`src/rtl/dmem_arbiter.sv`:
```
// Shares one byte-enabled data memory port between the CPU MEM stage and a DMA/debug
// requester. CPU wins by default; a starvation counter forces a bounded DMA window.
//
// state   | meaning
// ARB_CPU | CPU has priority; DMA is served only when the CPU is idle
// ARB_DMA | forced DMA window; the CPU is stalled while DMA keeps requesting
module dmem_arbiter #(
   parameter int MAX_WAIT  = 4,
   parameter int DMA_BURST = 2
) (
   input  logic        i_clk,
   input  logic        i_reset,
   input  logic        i_cpu_req,
   input  logic        i_cpu_we,
   input  logic [3:0]  i_cpu_be,
   input  logic [31:0] i_cpu_addr,
   input  logic [31:0] i_cpu_wd,
   output logic [31:0] o_cpu_rd,
   output logic        o_cpu_stall,
   input  logic        i_dma_req,
   input  logic        i_dma_we,
   input  logic [3:0]  i_dma_be,
   input  logic [31:0] i_dma_addr,
   input  logic [31:0] i_dma_wd,
   output logic        o_dma_gnt,
   output logic [31:0] o_dma_rdata,
   output logic        o_dma_rvalid,
   output logic        o_mem_we,
   output logic [3:0]  o_mem_be,
   output logic [31:0] o_mem_addr,
   output logic [31:0] o_mem_wd,
   input  logic [31:0] i_mem_rd
);

   localparam int SW = $clog2(MAX_WAIT + 1);
   localparam int BW = (DMA_BURST > 1) ? $clog2(DMA_BURST) : 1;
   localparam logic [SW-1:0] LP_WAIT_LAST  = SW'(MAX_WAIT - 1);
   localparam logic [BW-1:0] LP_BURST_LAST = BW'(DMA_BURST - 1);

   typedef enum logic {ARB_CPU, ARB_DMA} arb_state_t;

   arb_state_t    r_state;
   logic [SW-1:0] r_starve_cnt;
   logic [BW-1:0] r_burst_cnt;
   logic [31:0]   r_dma_rdata;
   logic          r_dma_rvalid;
   logic          w_gnt_dma;
   logic          w_gnt_cpu;

   // Grants are forced low while reset is held so nothing reaches memory mid-reset.
   always_comb begin
      w_gnt_dma = 1'b0;
      if (!i_reset) begin
         if (r_state == ARB_DMA) w_gnt_dma = i_dma_req;
         else                    w_gnt_dma = i_dma_req & ~i_cpu_req;
      end
   end

   assign w_gnt_cpu = i_cpu_req & ~w_gnt_dma & ~i_reset;

   always_comb begin
      o_mem_we   = 1'b0;
      o_mem_be   = 4'h0;
      o_mem_addr = i_cpu_addr;
      o_mem_wd   = i_cpu_wd;
      if (w_gnt_dma) begin
         o_mem_we   = i_dma_we;
         o_mem_be   = i_dma_be;
         o_mem_addr = i_dma_addr;
         o_mem_wd   = i_dma_wd;
      end else if (w_gnt_cpu) begin
         o_mem_we   = i_cpu_we;
         o_mem_be   = i_cpu_be;
      end
   end

   assign o_cpu_rd     = i_mem_rd;
   assign o_cpu_stall  = i_cpu_req & w_gnt_dma;
   assign o_dma_gnt    = w_gnt_dma;
   assign o_dma_rdata  = r_dma_rdata;
   assign o_dma_rvalid = r_dma_rvalid;

   always_ff @(posedge i_clk or posedge i_reset) begin
      if (i_reset) begin
         r_state      <= ARB_CPU;
         r_starve_cnt <= '0;
         r_burst_cnt  <= '0;
         r_dma_rdata  <= 32'h0;
         r_dma_rvalid <= 1'b0;
      end else begin
         r_dma_rvalid <= w_gnt_dma & ~i_dma_we;
         if (w_gnt_dma && !i_dma_we) r_dma_rdata <= i_mem_rd;
         case (r_state)
            ARB_CPU: begin
               if (i_cpu_req && i_dma_req) begin
                  if (r_starve_cnt == LP_WAIT_LAST) begin
                     r_state      <= ARB_DMA;
                     r_starve_cnt <= '0;
                  end else begin
                     r_starve_cnt <= r_starve_cnt + 1'b1;
                  end
               end else begin
                  r_starve_cnt <= '0;
               end
            end
            ARB_DMA: begin
               // Exit decision uses the burst count before this beat is added.
               if (!i_dma_req || (w_gnt_dma && r_burst_cnt == LP_BURST_LAST)) begin
                  r_state     <= ARB_CPU;
                  r_burst_cnt <= '0;
               end else if (w_gnt_dma) begin
                  r_burst_cnt <= r_burst_cnt + 1'b1;
               end
            end
            default: r_state <= ARB_CPU;
         endcase
      end
   end

endmodule

```
`config.mk`:
```
export PLATFORM = sky130hd
export DESIGN_NAME = dmem_arbiter
export DESIGN_NICKNAME = d
export VERILOG_FILES = /design/src/rtl/dmem_arbiter.sv
export SDC_FILE = /design/constraint.sdc
export NUM_CORES = 1
export LEC_CHECK = 0
export CAP_MARGIN = 20
export CORE_AREA = 10 10 112 114
export DETAILED_ROUTE_END_ITERATION = 8
export DIE_AREA = 0 0 122 124
export DONT_BUFFER_PORTS = 1
export PLACE_DENSITY_LB_ADDON = 0.3
export SYNTH_ARGS = -nofsm -noshare
export SYNTH_HDL_FRONTEND = slang
export SYNTH_SLANG_ARGS = --single-unit
```
`constraint.sdc`:
```
create_clock -name i_clk -period 2 [get_ports i_clk]
set_clock_uncertainty 0.1 [all_clocks]
set_input_delay 0.3 -clock i_clk [delete_from_list [all_inputs] [get_ports i_clk]]
set_output_delay 0.3 -clock i_clk [all_outputs]
set_load 0.005 [all_outputs]
```
# After elaboration in Yosys (flattened, before gate mapping)
# Cells that the tools add are included.
[totals]
regBits = 38
output_inout_bits = 136
elab_cells = 42
[op_classes]
eq_ne = 1
n_mux = 16
n_bitwise = 10
n_addsub = 2
n_reduce_logical = 8
[ops]
columns = ["operator", "n"]
rows = [
  ["$mux W32", 2],
  ["$mux W1", 9],
  ["$mux W4", 2],
  ["$mux W3", 2],
  ["$and A1 B1 Y1", 5],
  ["$not A1 Y1", 5],
  ["$add A3 B1 Y3 const B", 1],
  ["$eq A3 B2 Y1 const B", 1],
  ["$logic_and A1 B1 Y1", 3],
  ["$logic_not A1 Y1", 2],
  ["$pmux W1 S2", 1],
  ["$reduce_and A2 Y1", 1],
  ["$reduce_bool A2 Y1", 1],
  ["$add A1 B1 Y1 const B", 1],
  ["$logic_or A1 B1 Y1", 1],
]

# Longest topological paths before layout
# Gate-level depths: netlist of run 1.
[logic_depth]
word_depth = 9
mapped_depth = 5

# Least setup slack after synthesis of run 1
# OpenSTA, ideal clock, no wires.
[synth_path]
path_kind = "register -> output"
start = "register r_state"
end = "output o_mem_wd[23]"
path_buffers = 2
path_stages_with_launch = 5
slack_ns = 0.275
required_time_ns = 1.600
t_arrival_ns = 1.325
cell_sequence = "dfrtp_1 -> buf_4 -> o21ai_2 -> buf_4 -> mux2_2"
[synth_between]
elab_chain_cells = 3
[synth_lines]
columns = ["item", "line_no", "source"]
rows = [
  ["start: declaration", "42", "arb_state_t r_state;"],
  ["start signal: assignment", "85", "r_state <= ARB_CPU;"],
  ["start signal: assignment", "97", "r_state <= ARB_DMA;"],
  ["start signal: assignment", "109", "r_state <= ARB_CPU;"],
  ["$mux W1", "54", "if (r_state == ARB_DMA) w_gnt_dma = i_dma_req;"],
  ["$mux W1", "53", "if (!i_reset) begin"],
  ["$mux W32", "66", "if (w_gnt_dma) begin"],
  ["end: declaration", "31", "output logic [31:0] o_mem_wd,"],
]
# No other way between the ends.

# Worst setup path after layout of run 1
[layout_path]
start = "register r_state"
end = "output o_mem_addr[22]"
[layout_between]
elab_chain_cells = 3
[layout_lines]
columns = ["item", "line_no", "source"]
rows = [
  ["$mux W1", "54", ""],
  ["$mux W1", "53", ""],
  ["$mux W32", "66", ""],
  ["end: declaration", "30", "output logic [31:0] o_mem_addr,"],
]
# No other way between the ends.

==> results of run 1 <==
metrics by stage:
step | hold slack [ns] | std cells | TNS [ns] | setup WS (ns) | util [%]
5_1_grt | 0.0338 | 330 | -0.231 | -0.0197 | 26.9
3_5_place_dp | 0.234 | 317 | 0 | 0.137 | 24.6
3_3_place_gp | 0.226 | 317 | 0 | 0.167 | 24.6
4_1_cts | 0.0369 | 330 | 0 | 0.0265 | 26.9
6_report | 0.0466 | 332 | 0 | 0.0405 | 26.9
2_1_floorplan | 0.330 | 220 | 0 | 0.275 | -
layout by cell type (no fill, tap or decap), types with 3 or more instances in the layout:
master,count
buf_12,3
nor2_1,3
buf_4,3
nand2_1,11
clkbuf_8,6
inv_1,8
o21ai_0,3
buf_16,3
dfrtp_1,37
mux2i_1,5
mux2_2,94
where the power goes:
group | total [uW] | internal [uW] | switching, uW
Clock | 652 | 399 | 253
Combinational | 393 | 231 | 162
Sequential | 1050 | 921 | 126
Total | 2090 | 1550 | 541
final cells by class:
class	instances	area share, %
timing repair buffer	10	6.36
multi-input combinational	130	47.4
antenna	2	0.182
clock inverter	1	1.09
tap	136	6.18
clock buffer	6	3.00
sequential	38	34.6
inverter	9	1.23
Yosys cell counts, types with 2 or more instances:
master / number / area (um2)
mux2_1: 8 / 90.1
a21oi_1: 2 / 10.0
dfrtp_1: 38 / 951
mux2_2: 88 / 991
nor2b_1: 2 / 12.5
buf_4: 40 / 300
nor2_1: 3 / 11.3
inv_1: 8 / 30.0
mux2i_1: 5 / 50.1
nand2_1: 11 / 41.3
o21ai_0: 3 / 15.0
buf_6: 3 / 33.8
worst max-delay path: stages, from the launching register on:
cell	delay, ns
dfrtp_2	0.42
o21ai_4	0.14
buf_12	0.16
buf_12	0.16
mux2_2	0.39
sequential cells by signal (all words and copies together) (netlist names):
name,count
o_dma_rvalid,1
o_dma_rdata,32
r_starve_cnt,3
r_burst_cnt,1
r_state,1
how the worst max path moves through the flow:
| stage | cells past startpoint | slack, ns | start | end |
|---|---|---|---|---|
| after floorplan | 4 | 0.27 | r_state$_DFF_PP0_ | o_mem_wd[23] |
| after global placement | 3 | 0.17 | r_state$_DFF_PP0_ | o_mem_wd[9] |
| after detailed placement | 3 | 0.14 | r_state$_DFF_PP0_ | o_mem_addr[22] |
| after CTS | 4 | 0.03 | r_state$_DFF_PP0_ | o_mem_addr[22] |
| after global routing | 4 | -0.02 | r_state$_DFF_PP0_ | o_mem_wd[9] |
| final | 4 | 0.04 | r_state$_DFF_PP0_ | o_mem_addr[22] |
layer usage:
layer | track usage, % | vias to the layer above | wire (um)
li1 | - | 680 | -
met1 | 12.1 | 832 | 3380
met2 | 17.3 | 149 | 5110
met3 | 4.98 | 4 | 1090
met4 | 2.53 | 0 | 57
met5 | 0 | - | 0
kinds of logic after synthesis:
logic type | after synthesis | synth area share [%]
buffers and inverters | 52 | 14.1
muxes | 101 | 43.3
and+or+nand+nor | 18 | 2.97
adders and majority gates | 1 | 0.478
AOI/OAI and AO/OA | 10 | 2.87
DFF | 38 | 36.4
repair_timing:
item,in CTS,in global routing
buffers inserted,2,0
endpoints found under the setup margin,68,31
cloned,3,0
pin swaps,1,0
hold endpoints to repair,16,0
hold buffers,1,0
resized for setup,4,6
==> results_dict.tcl, run 1 <==
set metrics [dict create \
    status "complete, no violations" \
    rows 37 \
    grt.overflow.total 0 \
    clk_latency_ns 0.28 \
    min_path_cells 2 \
    cts_sinks 38 \
    die_area_um2 15100 \
    die_h_um 124 \
    netlist_instances 220 \
    power.total_uw 2090 \
    drcViolationCount 0 \
    worst_ep_arrival_time_ns 1.56 \
    vias 1665 \
    r2r-start "r_state$_DFF_PP0_" \
    rrSetupSlack_ns 0.34 \
    grt_pass1_vias 1804 \
    hp-class "in -> reg" \
    multi_input_area_um2 1300 \
    fin_crit_sh_pct 98.0 \
    worstSetupStartpointType "register" \
    drtAntennaViolNets 0 \
    grt_first_pass_wirelength_um 12300 \
    ys.flop_type "dfrtp_1" \
    max_freq_ghz 0.510 \
    final-hold-violation-count 0 \
    cts-root-buf "clkbuf_8" \
    seq_area_um2 952 \
    drt-total-wl_um 9640 \
    core_area_um2 10200 \
    syn-cell-area_um2 2620 \
    grt_max_degree 35 \
    ys_ff_latch 38 \
    placement.io_buffers 0 \
    drt_pass1_iterations 4 \
    grt_setup_unrepaired "true" \
    cts_buffers 5 \
    fin_nets 369 \
    cts_max_path_buffers 2 \
    synth_edf_count 0 \
    die_x_um 122 \
    crit_path_end_kind "output port" \
    max_slew.worst_pin.slew_ns 0.677 \
    initial_core_util_pct 25.6 \
    p_leak_uw 0.00115 \
    yosysSeqAreaShare_pct 36.4 \
    dp_hpwl_um 8120 \
    pin_count 310 \
    powerDensity_nw_per_um2 760 \
    gp_congestion 0.755 \
    critPathRequiredTime_ns 1.60 \
    place_area_um2 2510 \
    syn_nets 395 \
    fillers 1051 \
    wl_per_cell_um 29.0 \
    grt_usage_pct 10.5 \
    min_to "r_state$_DFF_PP0_" \
    drive_gt1_share_pct 59.3 \
    relSlewSlack_pct 54.8 \
    hp-start "i_dma_req" \
    rr_worst_depth 5 \
    synthDistinctLibCells 21 \
    cts_tree "done" \
    design_area_um2 2750 \
    crit_fanout 18 \
    setup_viol 0 \
    clk_pin_slew_worst_paths_ns 0.07 \
    yosys_warnings 0 \
    critical_path_class "reg -> out" \
    maxCapViolations 0 \
    fin_crit_ns 1.96 \
    drt_iter0_markers 94 \
    drv_slew 0 \
    via_per_inst 5.02 \
    avgSynthCellArea_um2 11.9 \
    timing.rr.end "o_dma_rdata[13]$_DFFE_PP0P_" \
    area_growth_pct 5.26 \
    ir_drop_v 0.000396 \
    h-tree-depth 2 \
    async_reset_ff_share_pct 100 \
    antenna_found_initial 0 \
]
Power figures use the tool's default switching activity.
==> run 2, diff against run 1 <==
--- a/config.mk
+++ b/config.mk
@@ -6,11 +6,12 @@
 export NUM_CORES = 1
 export LEC_CHECK = 0
 export CAP_MARGIN = 20
-export CORE_AREA = 10 10 112 114
+export CORE_AREA = 10 10 114 116
 export DETAILED_ROUTE_END_ITERATION = 8
-export DIE_AREA = 0 0 122 124
+export DIE_AREA = 0 0 124 126
 export DONT_BUFFER_PORTS = 1
 export PLACE_DENSITY_LB_ADDON = 0.3
+export SETUP_SLACK_MARGIN = 0.5
 export SYNTH_ARGS = -nofsm -noshare
 export SYNTH_HDL_FRONTEND = slang
 export SYNTH_SLANG_ARGS = --single-unit
==> constraint.sdc (replaced) <==
create_clock -name i_clk -period 1.7 [get_ports i_clk]
set_clock_uncertainty 0.1 [all_clocks]
set_input_delay 0.255 -clock i_clk [delete_from_list [all_inputs] [get_ports i_clk]]
set_output_delay 0.255 -clock i_clk [all_outputs]
set_load 0.005 [all_outputs]
==> run 2 against run 1 <==
The run now ends with negative hold slack, negative setup slack left; sequential power rose by 18%; clock power grew 17%; first-iteration DRC count shrank 36%; cell count is 3.0% higher; sequential share of layout area down 1.7 points; register-to-register slack got worse by 0.46 ns; count of clock-buffer cells in the layout stayed put; worst setup slack lost 0.26 ns; via count decreased by 3.0%; total power rose by 19%; sequential cell count is the same; critical path depth is 1 lower; largest power group unchanged; highest routed layer unchanged.
==> results_dict.tcl, run 2 (same netlist as run 1, synthesis figures left out) <==
set metrics [dict create \
    fin_crit_ns 1.92 \
    critPathRequiredTime_ns 1.34 \
    clk_latency_ns 0.28 \
    via_per_inst 4.72 \
    grt_usage_pct 11.6 \
    r2r-start "r_state$_DFF_PP0_" \
    final_common_cell "mux2_2" \
    initial_core_util_pct 24.4 \
    whs_ns -0.109 \
    stdcell_count 342 \
    cts_tree "done" \
    worst_slack_ns -0.221 \
    fin_nets 376 \
    p_leak_uw 0.00123 \
    place_ws_ns 0.0495 \
    final_cell_mix "mux2_2 (87), dfrtp_1 (38), nand2_1 (11)" \
    cts-root-buf "clkbuf_8" \
    vias 1615 \
    violations "negative hold slack, negative setup slack" \
    relSlewSlack_pct 44.6 \
    powerDensity_nw_per_um2 858 \
    worst_ep_arrival_time_ns 1.57 \
    max_slew.worst_pin.slew_ns 0.829 \
    grt_first_pass_wirelength_um 13600 \
    antenna_found_initial 1 \
    grt_setup_unrepaired "true" \
    placement.io_buffers 0 \
    clk_pin_slew_worst_paths_ns 0.07 \
    pin_count 310 \
    placedCellCount 324 \
    final-hold-violation-count 38 \
    cts_sinks 38 \
    drtAntennaViolNets 0 \
    grt_pass1_vias 1831 \
    crit_path_end_kind "output port" \
    drt_iter0_markers 60 \
    area_growth_pct 10.7 \
    largest_register_ffs 32 \
    core_area_um2 10700 \
    drt_pass1_iterations 4 \
    die_h_um 126 \
    die_x_um 124 \
    setup_viol 101 \
    critical_path_class "reg -> out" \
    worstSetupStartpointType "register" \
    drcViolationCount 0 \
    hp-class "in -> async" \
    gp_congestion 0.847 \
    rr_worst_depth 7 \
    drt-total-wl_um 10300 \
    netSwitchingFraction_pct 25.8 \
    grt.overflow.total 0 \
    maxCapViolations 0 \
    crit_fanout 33 \
    combPwrFrac_pct 19.4 \
    die_area_um2 15600 \
    h-tree-depth 2 \
    cts_max_path_buffers 2 \
    ir_drop_v 0.000495 \
    finalCoreUtilization_pct 27.1 \
    drive_gt1_share_pct 63.7 \
    rows 38 \
    grt_max_degree 39 \
    setup.worst_path.start "r_state$_DFF_PP0_" \
    status "finished, violations left" \
    drv_slew 0 \
    cts_buffers 5 \
    pwr-share-clk_pct 30.8 \
    max_freq_ghz 0.521 \
    dp_hpwl_um 8920 \
    switchingPower_uw 641 \
    fin_crit_sh_pct 113 \
    seqPwrFrac_pct 49.8 \
    p_int_uw 1840 \
    wl_per_cell_um 30.0 \
]
[run 2: cell types whose count changed in the layout (fill, tap and decap cells not counted), moves of 2 or more]
cell,delta
buf_6,+5
bufbuf_16,+2
inv_1,-2
o21ai_0,-2
mux2_2,-7
mux2_4,+8
buf_16,-2
buf_4,+2
[run 2: power by group through the flow]
stage | Sequential [uW] | Combinational, uW | Clock (uW)
finish | 1240 | 482 | 765
global placement | 1260 | 450 | 0
CTS | 1250 | 489 | 795
detailed placement | 1270 | 460 | 0
floorplan | 1200 | 445 | 0
global route | 1260 | 532 | 833
[run 2: worst max-delay path: stages, from the launching register on]
cell	delay (ns)
dfrtp_1	0.41
o21ai_4	0.22
buf_12	0.24
mux2_2	0.41
[run 2: what timing repair did]
| action | in CTS | in global routing |
|---|---|---|
| hold endpoints to repair | 38 | 38 |
| cloned | 3 | 0 |
| gates resized for setup | 12 | 7 |
| setup buffers | 6 | 1 |
| pin swaps | 2 | 1 |
| endpoints found under the setup margin | 105 | 109 |
[run 2: path summary, 6_finish.rpt]
| check | endpoint | slack [ns] |
|---|---|---|
| setup / recovery | o_mem_wd[19] | -0.22 |
| setup reg to reg | o_dma_rdata[19]$_DFFE_PP0P_ | -0.12 |
| min in group i_clk | r_state$_DFF_PP0_ | 0.02 |
| hold reg to reg | r_burst_cnt$_DFFE_PP0P_ | 0.39 |
| max in group asynchronous | o_dma_rdata[19]$_DFFE_PP0P_ | 1.15 |
| hold / removal | r_starve_cnt[1]$_DFFE_PP0N_ | -0.11 |
[run 2: layout make-up]
cell class              count  area [um2]
inverters                   9        37.5
fillers                  1118        7800
flip-flops and latches     38         951
well taps                 140         175
clock buffers               6        82.6
multi-input cells         130        1350
diodes                      1        2.50
clock inverters             1        30.0
repair buffers             17         267
[run 2: through the flow]
stage	instance area (um2)	power (uW)	TNS (ns)
finish	2890	2480	-16.01
global route	2890	2630	-23.51
CTS	2870	2530	-18.13
detailed placement	2580	1730	0
global placement	2580	1710	0
floorplan	2660	1640	0
[run 2: routing by layer]
metal / global-route usage, % / up-vias / wire, um
li1: - / 690 / -
met4: 2.10 / 0 / 47
met2: 18.5 / 119 / 5000
met3: 5.23 / 4 / 1200
met1: 14.3 / 802 / 4010
met5: 0 / - / 0
